### src/rtl/sram_arbiter.sv
// Two-port round-robin arbiter and access sequencer for the external 8-bit async SRAM.
// Each access runs SETUP -> ACTIVE (strobe, N+1 cycles) -> DONE (hold + ack).
module sram_arbiter #(
  parameter int AW      = 16,
  parameter int WAIT_RD = 1,
  parameter int WAIT_WR = 1
) (
  input  logic          clk,
  input  logic          reset,
  input  logic          cpu_req,
  input  logic          cpu_we,
  input  logic [AW-1:0] cpu_addr,
  input  logic [7:0]    cpu_wdata,
  output logic          cpu_ack,
  output logic [7:0]    cpu_rdata,
  input  logic          dma_req,
  input  logic          dma_we,
  input  logic [AW-1:0] dma_addr,
  input  logic [7:0]    dma_wdata,
  output logic          dma_ack,
  output logic [7:0]    dma_rdata,
  output logic [AW-1:0] sram_addr,
  output logic [7:0]    sram_dout,
  output logic          sram_dout_en,
  output logic          sram_oe,
  output logic          sram_we,
  input  logic [7:0]    sram_din
);

  typedef enum logic [1:0] {IDLE, SETUP, ACTIVE, DONE} state_t;

  localparam logic [3:0] N_RD = 4'(WAIT_RD);
  localparam logic [3:0] N_WR = 4'(WAIT_WR);

  state_t        state_q, state_d;
  logic [3:0]    wcnt_q, wcnt_d;
  logic          last_grant_q, last_grant_d;
  logic          acc_we_q, acc_we_d;
  logic [AW-1:0] addr_q, addr_d;
  logic [7:0]    dout_q, dout_d;
  logic          dout_en_q, dout_en_d;
  logic          oe_q, oe_d;
  logic          we_q, we_d;
  logic          cpu_ack_q, cpu_ack_d;
  logic          dma_ack_q, dma_ack_d;
  logic [7:0]    cpu_rdata_q, cpu_rdata_d;
  logic [7:0]    dma_rdata_q, dma_rdata_d;
  logic          grant;
  logic          gport;

  // last_grant doubles as the identity of the port currently being served.
  always_comb begin
    state_d      = state_q;
    wcnt_d       = wcnt_q;
    last_grant_d = last_grant_q;
    acc_we_d     = acc_we_q;
    addr_d       = addr_q;
    dout_d       = dout_q;
    dout_en_d    = dout_en_q;
    cpu_rdata_d  = cpu_rdata_q;
    dma_rdata_d  = dma_rdata_q;
    grant        = 1'b0;
    gport        = 1'b0;

    case (state_q)
      IDLE: begin
        if (cpu_req || dma_req) begin
          grant = 1'b1;
          gport = (cpu_req && dma_req) ? ~last_grant_q : dma_req;
        end
      end
      SETUP: begin
        state_d = ACTIVE;
        wcnt_d  = acc_we_q ? N_WR : N_RD;
      end
      ACTIVE: begin
        if (wcnt_q == '0) begin
          state_d = DONE;
          if (!acc_we_q) begin
            if (last_grant_q) dma_rdata_d = sram_din;
            else              cpu_rdata_d = sram_din;
          end
        end else begin
          wcnt_d = wcnt_q - 4'd1;
        end
      end
      DONE: begin
        // Only the port not just served may be granted; the served port may still hold req.
        if (last_grant_q ? cpu_req : dma_req) begin
          grant = 1'b1;
          gport = ~last_grant_q;
        end else begin
          state_d   = IDLE;
          dout_en_d = 1'b0;
        end
      end
      default: state_d = IDLE;
    endcase

    if (grant) begin
      state_d      = SETUP;
      last_grant_d = gport;
      acc_we_d     = gport ? dma_we    : cpu_we;
      addr_d       = gport ? dma_addr  : cpu_addr;
      dout_d       = gport ? dma_wdata : cpu_wdata;
      dout_en_d    = acc_we_d;
    end

    oe_d      = (state_d == ACTIVE) && !acc_we_d;
    we_d      = (state_d == ACTIVE) &&  acc_we_d;
    cpu_ack_d = (state_d == DONE) && !last_grant_d;
    dma_ack_d = (state_d == DONE) &&  last_grant_d;
  end

  always_ff @(posedge clk or posedge reset) begin
    if (reset) begin
      state_q      <= IDLE;
      wcnt_q       <= '0;
      last_grant_q <= 1'b1;
      acc_we_q     <= 1'b0;
      addr_q       <= '0;
      dout_q       <= '0;
      dout_en_q    <= 1'b0;
      oe_q         <= 1'b0;
      we_q         <= 1'b0;
      cpu_ack_q    <= 1'b0;
      dma_ack_q    <= 1'b0;
      cpu_rdata_q  <= '0;
      dma_rdata_q  <= '0;
    end else begin
      state_q      <= state_d;
      wcnt_q       <= wcnt_d;
      last_grant_q <= last_grant_d;
      acc_we_q     <= acc_we_d;
      addr_q       <= addr_d;
      dout_q       <= dout_d;
      dout_en_q    <= dout_en_d;
      oe_q         <= oe_d;
      we_q         <= we_d;
      cpu_ack_q    <= cpu_ack_d;
      dma_ack_q    <= dma_ack_d;
      cpu_rdata_q  <= cpu_rdata_d;
      dma_rdata_q  <= dma_rdata_d;
    end
  end

  assign sram_addr    = addr_q;
  assign sram_dout    = dout_q;
  assign sram_dout_en = dout_en_q;
  assign sram_oe      = oe_q;
  assign sram_we      = we_q;
  assign cpu_ack      = cpu_ack_q;
  assign dma_ack      = dma_ack_q;
  assign cpu_rdata    = cpu_rdata_q;
  assign dma_rdata    = dma_rdata_q;

endmodule
### config.mk
export PLATFORM = sky130hd
export DESIGN_NAME = sram_arbiter
export DESIGN_NICKNAME = d
export VERILOG_FILES = /design/src/rtl/sram_arbiter.sv
export SDC_FILE = /design/constraint.sdc
export NUM_CORES = 1
export LEC_CHECK = 0
export BUFFER_PORTS_ARGS = -buffer_cell sky130_fd_sc_hd__buf_2
export CORE_MARGIN = 5
export CORE_UTILIZATION = 43
export DETAILED_ROUTE_END_ITERATION = 8
export GPL_ROUTABILITY_DRIVEN = 0
export HOLD_SLACK_MARGIN = 0.05
export PLACE_DENSITY_LB_ADDON = 0.25
export SETUP_SLACK_MARGIN = 0.02
export SKIP_LAST_GASP = 1
export SYNTH_ARGS = -nofsm -noshare
export SYNTH_HDL_FRONTEND = slang
export SYNTH_SLANG_ARGS = --single-unit
### constraint.sdc
create_clock -name clk -period 1.7 [get_ports clk]
set_input_delay 0.17 -clock clk [delete_from_list [all_inputs] [get_ports clk]]
set_output_delay 0.17 -clock clk [all_outputs]
set_load 0.03 [all_outputs]
Word-level counts from Yosys, hierarchy flattened
Index checks and enable logic that the tools add are counted.
{"block": "classes", "n_eq_ne": 7, "n_reduce_logical": 16, "n_mux": 22, "bitwise": 2, "add_sub_neg": 1}
{"op": "two-way mux 16 bit", "n": 1}
{"op": "two-way mux 1 bit", "n": 12}
{"op": "== test 2 bit, second input constant", "n": 4}
{"op": "two-way mux 8 bit", "n": 1}
{"op": "case mux 4 bit (2 select lines)", "n": 1}
{"op": "AND reduction 4 bit", "n": 2}
{"op": "two-way mux 2 bit", "n": 3}
{"op": "case mux 2 bit (3 select lines)", "n": 1}
{"op": "logical AND 1 bit", "n": 5}
{"op": "logical NOT 4 bit", "n": 1}
{"op": "two-way mux 4 bit", "n": 1}
{"op": "!= test 2 bit, second input constant", "n": 2}
{"op": "case mux 1 bit (2 select lines)", "n": 2}
{"op": "AND reduction 2 bit", "n": 2}
{"op": "nonzero test 2 bit", "n": 2}
{"op": "subtractor 4 x 1 -> 4 bit, second input constant", "n": 1}
{"op": "== test 2 x 1 -> 1 bit, second input constant", "n": 1}
{"op": "logical NOT 1 bit", "n": 2}
{"op": "logical NOT 2 bit", "n": 1}
{"op": "NOT 1 bit", "n": 2}
{"op": "logical OR 1 bit", "n": 1}
{"block": "totals", "ff_bits": 53, "in_bits": 62, "out_inout_bits": 45}

Longest topological paths before layout
{"block": "logic_depth", "depth_word": 8, "ltp_mapped": 8, "depth_no_buf": 6}

Least setup slack after synthesis
OpenSTA, ideal clock, no wires.
{"block": "synth_path", "kind": "flip-flop to flip-flop", "from": "register state_q[0]", "to": "register addr_q[0], in the netlist sram_addr[0]", "slack_ns": -0.092, "t_arrival_ns": 1.669, "setup_time_ns": 0.123, "required_time_ns": 1.577, "path_stages_with_launch": 8, "path_cell_list": "dfrtp_1 inv_1 ha_1 a21boi_2 o211a_4 a211o_1 buf_6 o221a_1"}
{"block": "synth_via", "elab_chain_cells": 3}
{"element": "start: declaration", "line_no": "35", "text": "state_t state_q, state_d;"}
{"element": "start signal: assignment", "line_no": "131", "text": "state_q <= state_d;"}
{"element": "== test 2 bit / logical NOT 2 bit (equally long branches)", "line_no": "65", "text": "case (state_q)"}
{"element": "case mux 1 bit (2 select lines)", "line_no": "65"}
{"element": "two-way mux 16 bit", "line_no": "104", "text": "addr_d = gport ? dma_addr : cpu_addr;"}
{"element": "end signal: assignment", "line_no": "135", "text": "addr_q <= addr_d;"}
{"element": "end: declaration", "line_no": "39", "text": "logic [AW-1:0] addr_q, addr_d;"}
Several ways; a longest one is shown, not always the timed one.
A chain may end at the register's enable or synchronous reset.

Final worst setup path
{"block": "layout_path", "from": "register state_q[0]", "to": "register addr_q[1], in the netlist sram_addr[1]"}
The elaborated chain is that of the path after synthesis.

==> key figures <==
Status
  • Failing checks: negative setup slack
  • Status: finished, violations left

Worst setup path
  • R2R Path Start: state_q[0]
  • Critical Path Start Type: flop
  • Crit path DAT: 1.93 ns
  • Flop-to-flop setup slack: -0.03 ns
  • CP Data Required Time: 1.90 ns
  • Crit path kind: reg -> reg
  • Cell depth of the worst flop-to-flop path: 7
  • Worst Setup End Kind: flop
  • Capturing point of the worst reg2reg path: sram_addr[1]
  • Worst-path fanout max: 7

Layout
  • Layout area overhead: 45.8%
  • Diodes inserted: 0
  • Fillers: 432
  • Post-route non-filler standard cell count: 398
  • Nets@finish: 392
  • Final instance area: 3580 sq um
  • Share of cells above drive strength 1: 0.561

Global routing
  • Largest net degree at the start of global routing: 32
  • First-pass GRT wire length: 10.1 mm
  • GRT Residual Overflow: 0
  • Total global-route track usage: 0.174
  • Initial antenna violation count: 0
  • Number of global-route vias before repair: 2150

Synth
  • Leading area contributor after synthesis: dfrtp_1
  • Adder-Cell Fraction of Synth Area: 0.0255
  • Yosys cell types: 35
  • Largest cells by area after synthesis: dfrtp_1, mux2_2, mux2i_1
  • Post-synthesis register bit count: 53
  • Syn Inst Count: 195
  • Synthesized netlist net count: 262
  • Synthesized area: 2450 sq um
  • Syn Area/Cell: 12.6 sq um
  • Sequential fraction of the synthesis area: 0.541
  • Ys Warns: 0
  • XOR/XNOR Fraction of Synth Area: 0
  • Combinational family with the most area after synthesis: multiplexers
  • Post-synthesis mux area share: 0.139
  • Yosys top cell area share: 0.531
  • Simple-gate area share of the yosys netlist: 0.0990
  • Compound-Gate Fraction of Synth Area: 0.138

Min path
  • Min-delay worst type: in -> reg
  • Hold worst-path end: dma_rdata[3]
  • Worst hold path depth: 2
  • Critical hold path startpoint: sram_din[3]

CTS
  • TritonCTS clock tree: yes
  • CTS sink count: 53
  • Clk slew on worst S/H paths: 0.09 ns
  • Root buf cell: clkbuf_8
  • Clock latency on the worst-skew pair: 0.31 ns
  • CTS Buf Count: 5
  • CTS H-tree depth: 2
  • Deepest clock path buffer count: 2

Drt
  • Final ANT Viol Nets: 0
  • Drt first pass iters: 4
  • Final WL: 6.17 mm
  • Vias/cell: 4.89
  • Initial DRC count: 68
  • Detailed-route via count: 1945
  • DRC errors left: 0
  • Routed length per instance: 15.5 microns

Placed design
  • Placed insts: 384
  • Post-DP HPWL: 4.53 mm
  • Dpl ws: -0.175 ns
  • Area after DPL: 3240 sq um
  • Port-buffer cells: 106

Timing
  • Layout Skew: 0.00918 ns
  • Slew Limit Fails: 0
  • Worst setup margin: -0.0318 ns
  • Worst-Margin Slew: 0.479 ns
  • Final Hold Fails: 0
  • RSZ-0062 raised after global routing: true
  • Setup TNS: -0.0785 ns
  • Max_slew headroom: 0.681
  • Final setup violating endpoints: 7
  • FMAX: 577 MHz
  • Final period utilization: 1.02
  • Crit path time final: 1.73 ns

Die
  • DIE WIDTH: 85.5 microns
  • Ports: 107
  • Initial Util: 0.443
  • Site row count: 27
  • Die Y: 85.5 microns
  • CORE AREA: 5540 sq um
  • Die area: 7310 sq um

Job
  • Max_cap viols: 0

Pwr
  • Leakage: 1.74 nW
  • Power Density: 2230 nW/um^2
  • Peak VDD IR: 0.00110 V
[layer usage]
metal / vias to the layer above / part of all wire / GRT usage
met2: 69 / 0.49 / 0.290
met4: 0 / 0.017 / 0.0532
met3: 11 / 0.068 / 0.0528
met5: - / 0 / 0
li1: 953 / - / -
met1: 912 / 0.42 / 0.219
[synth_stat cells]
library cell / count
a21boi_2: 1
and3_1: 2
or3_1: 1
dfstp_2: 1
ha_1: 5
nand3b_1: 1
o221a_2: 3
inv_2: 1
or2_2: 1
buf_6: 2
o21ai_1: 2
mux2i_1: 16
clkbuf_1: 1
a21o_1: 1
a21oi_4: 1
nand2b_1: 11
nor2b_4: 1
o221a_1: 10
nor3_1: 3
buf_4: 4
dfrtp_1: 52
buf_2: 2
o22ai_1: 12
or2b_1: 4
nand2_1: 8
nor2b_1: 1
mux2_2: 16
nor3_2: 1
nand4bb_4: 1
o21ai_0: 6
o31ai_1: 2
o211a_4: 1
inv_1: 19
nand4b_1: 1
a211o_1: 1
[sequential cells by signal, indices dropped and copies added (netlist names)]
name,cells
sram_addr,16
cpu_rdata,8
dma_rdata,8
sram_dout,8
wcnt_q,4
state_q,2
acc_we_q,1
cpu_ack,1
dma_ack,1
last_grant_q,1
sram_dout_en,1
sram_oe,1
sram_we,1
[report_power, final]
part	leakage (nW)	total, mW	internal, mW	switching (mW)
Sequential	0.631	2.29	1.91	0.379
Clock	0.0687	1.01	0.592	0.414
Combinational	1.04	4.68	2.07	2.61
[cells in the final DEF (no fill, tap or decap), types with 2 or more instances in the layout]
cell type / Yosys / layout
mux2_2: 16 / 9
buf_2: 2 / 106
o221a_1: 10 / 10
bufinv_16: 0 / 2
and3_1: 2 / 2
buf_12: 0 / 5
ha_4: 0 / 2
buf_6: 2 / 2
o21ai_0: 6 / 6
nor3_1: 3 / 2
or2b_1: 4 / 4
nand2_1: 8 / 7
o22ai_1: 12 / 9
mux2_4: 0 / 7
o22ai_2: 0 / 3
clkbuf_8: 0 / 5
o221a_4: 0 / 2
inv_2: 1 / 4
nand2b_1: 11 / 11
buf_4: 4 / 16
dfrtp_1: 52 / 52
ha_2: 0 / 2
inv_1: 19 / 16
mux2i_1: 16 / 16
[layout make-up]
type                       count  area [sq um]  area share
clock inverter                 3          68.8      0.0192
clock buffer                   5          68.8      0.0192
inverter                      20          75.1      0.0210
multi-input combinational    114          1130       0.316
tap                           72          90.1      0.0252
timing repair buffer         131           816       0.228
sequential                    53          1330       0.371
[cells by family after synthesis]
| group | after synthesis |
|---|---|
| AOI/OAI and AO/OA | 40 |
| adders and majority gates | 5 |
| DFF | 53 |
| buffers and inverters | 29 |
| muxes | 32 |
| and+or+nand+nor | 36 |
[worst max-delay path, cell delays in order (launching register included)]
cell and delay (ns):
dfrtp_1 0.42, inv_2 0.12, ha_4 0.15, buf_6 0.10, a21o_1 0.10, nand2_2 0.10
a211o_4 0.39, o221a_2 0.26
[worst max-delay path by stage]
stage	start	endpoint	slack, ns
after CTS	state_q[0]	sram_addr[1]	-0.02
after floorplan	state_q[0]	sram_addr[0]	-0.04
after detailed placement	state_q[1]	sram_addr[1]	-0.18
final	state_q[0]	sram_addr[1]	-0.03
after global placement	state_q[0]	sram_addr[2]	-0.12
after global routing	state_q[0]	sram_addr[1]	-0.09
[per-stage QoR]
stage / total power [mW] / util / hold slack (ns)
global placement: 6.45 / 0.584 / 0.225
detailed placement: 6.56 / 0.584 / 0.217
finish: 7.97 / 0.645 / 0.107
floorplan: 5.24 / - / 0.320
global route: 8.45 / 0.645 / 0.0977
CTS: 7.95 / 0.638 / 0.0919
[what timing repair did]
item | CTS | global route
gates cloned | 2 | 0
hold endpoints to repair | 22 | 0
pin swaps | 4 | 2
hold buffers | 1 | 0
resized for setup | 21 | 6
setup buffers | 2 | 1
endpoints found under the setup margin | 32 | 47
Note: power is estimated with default switching activity, not from simulation.
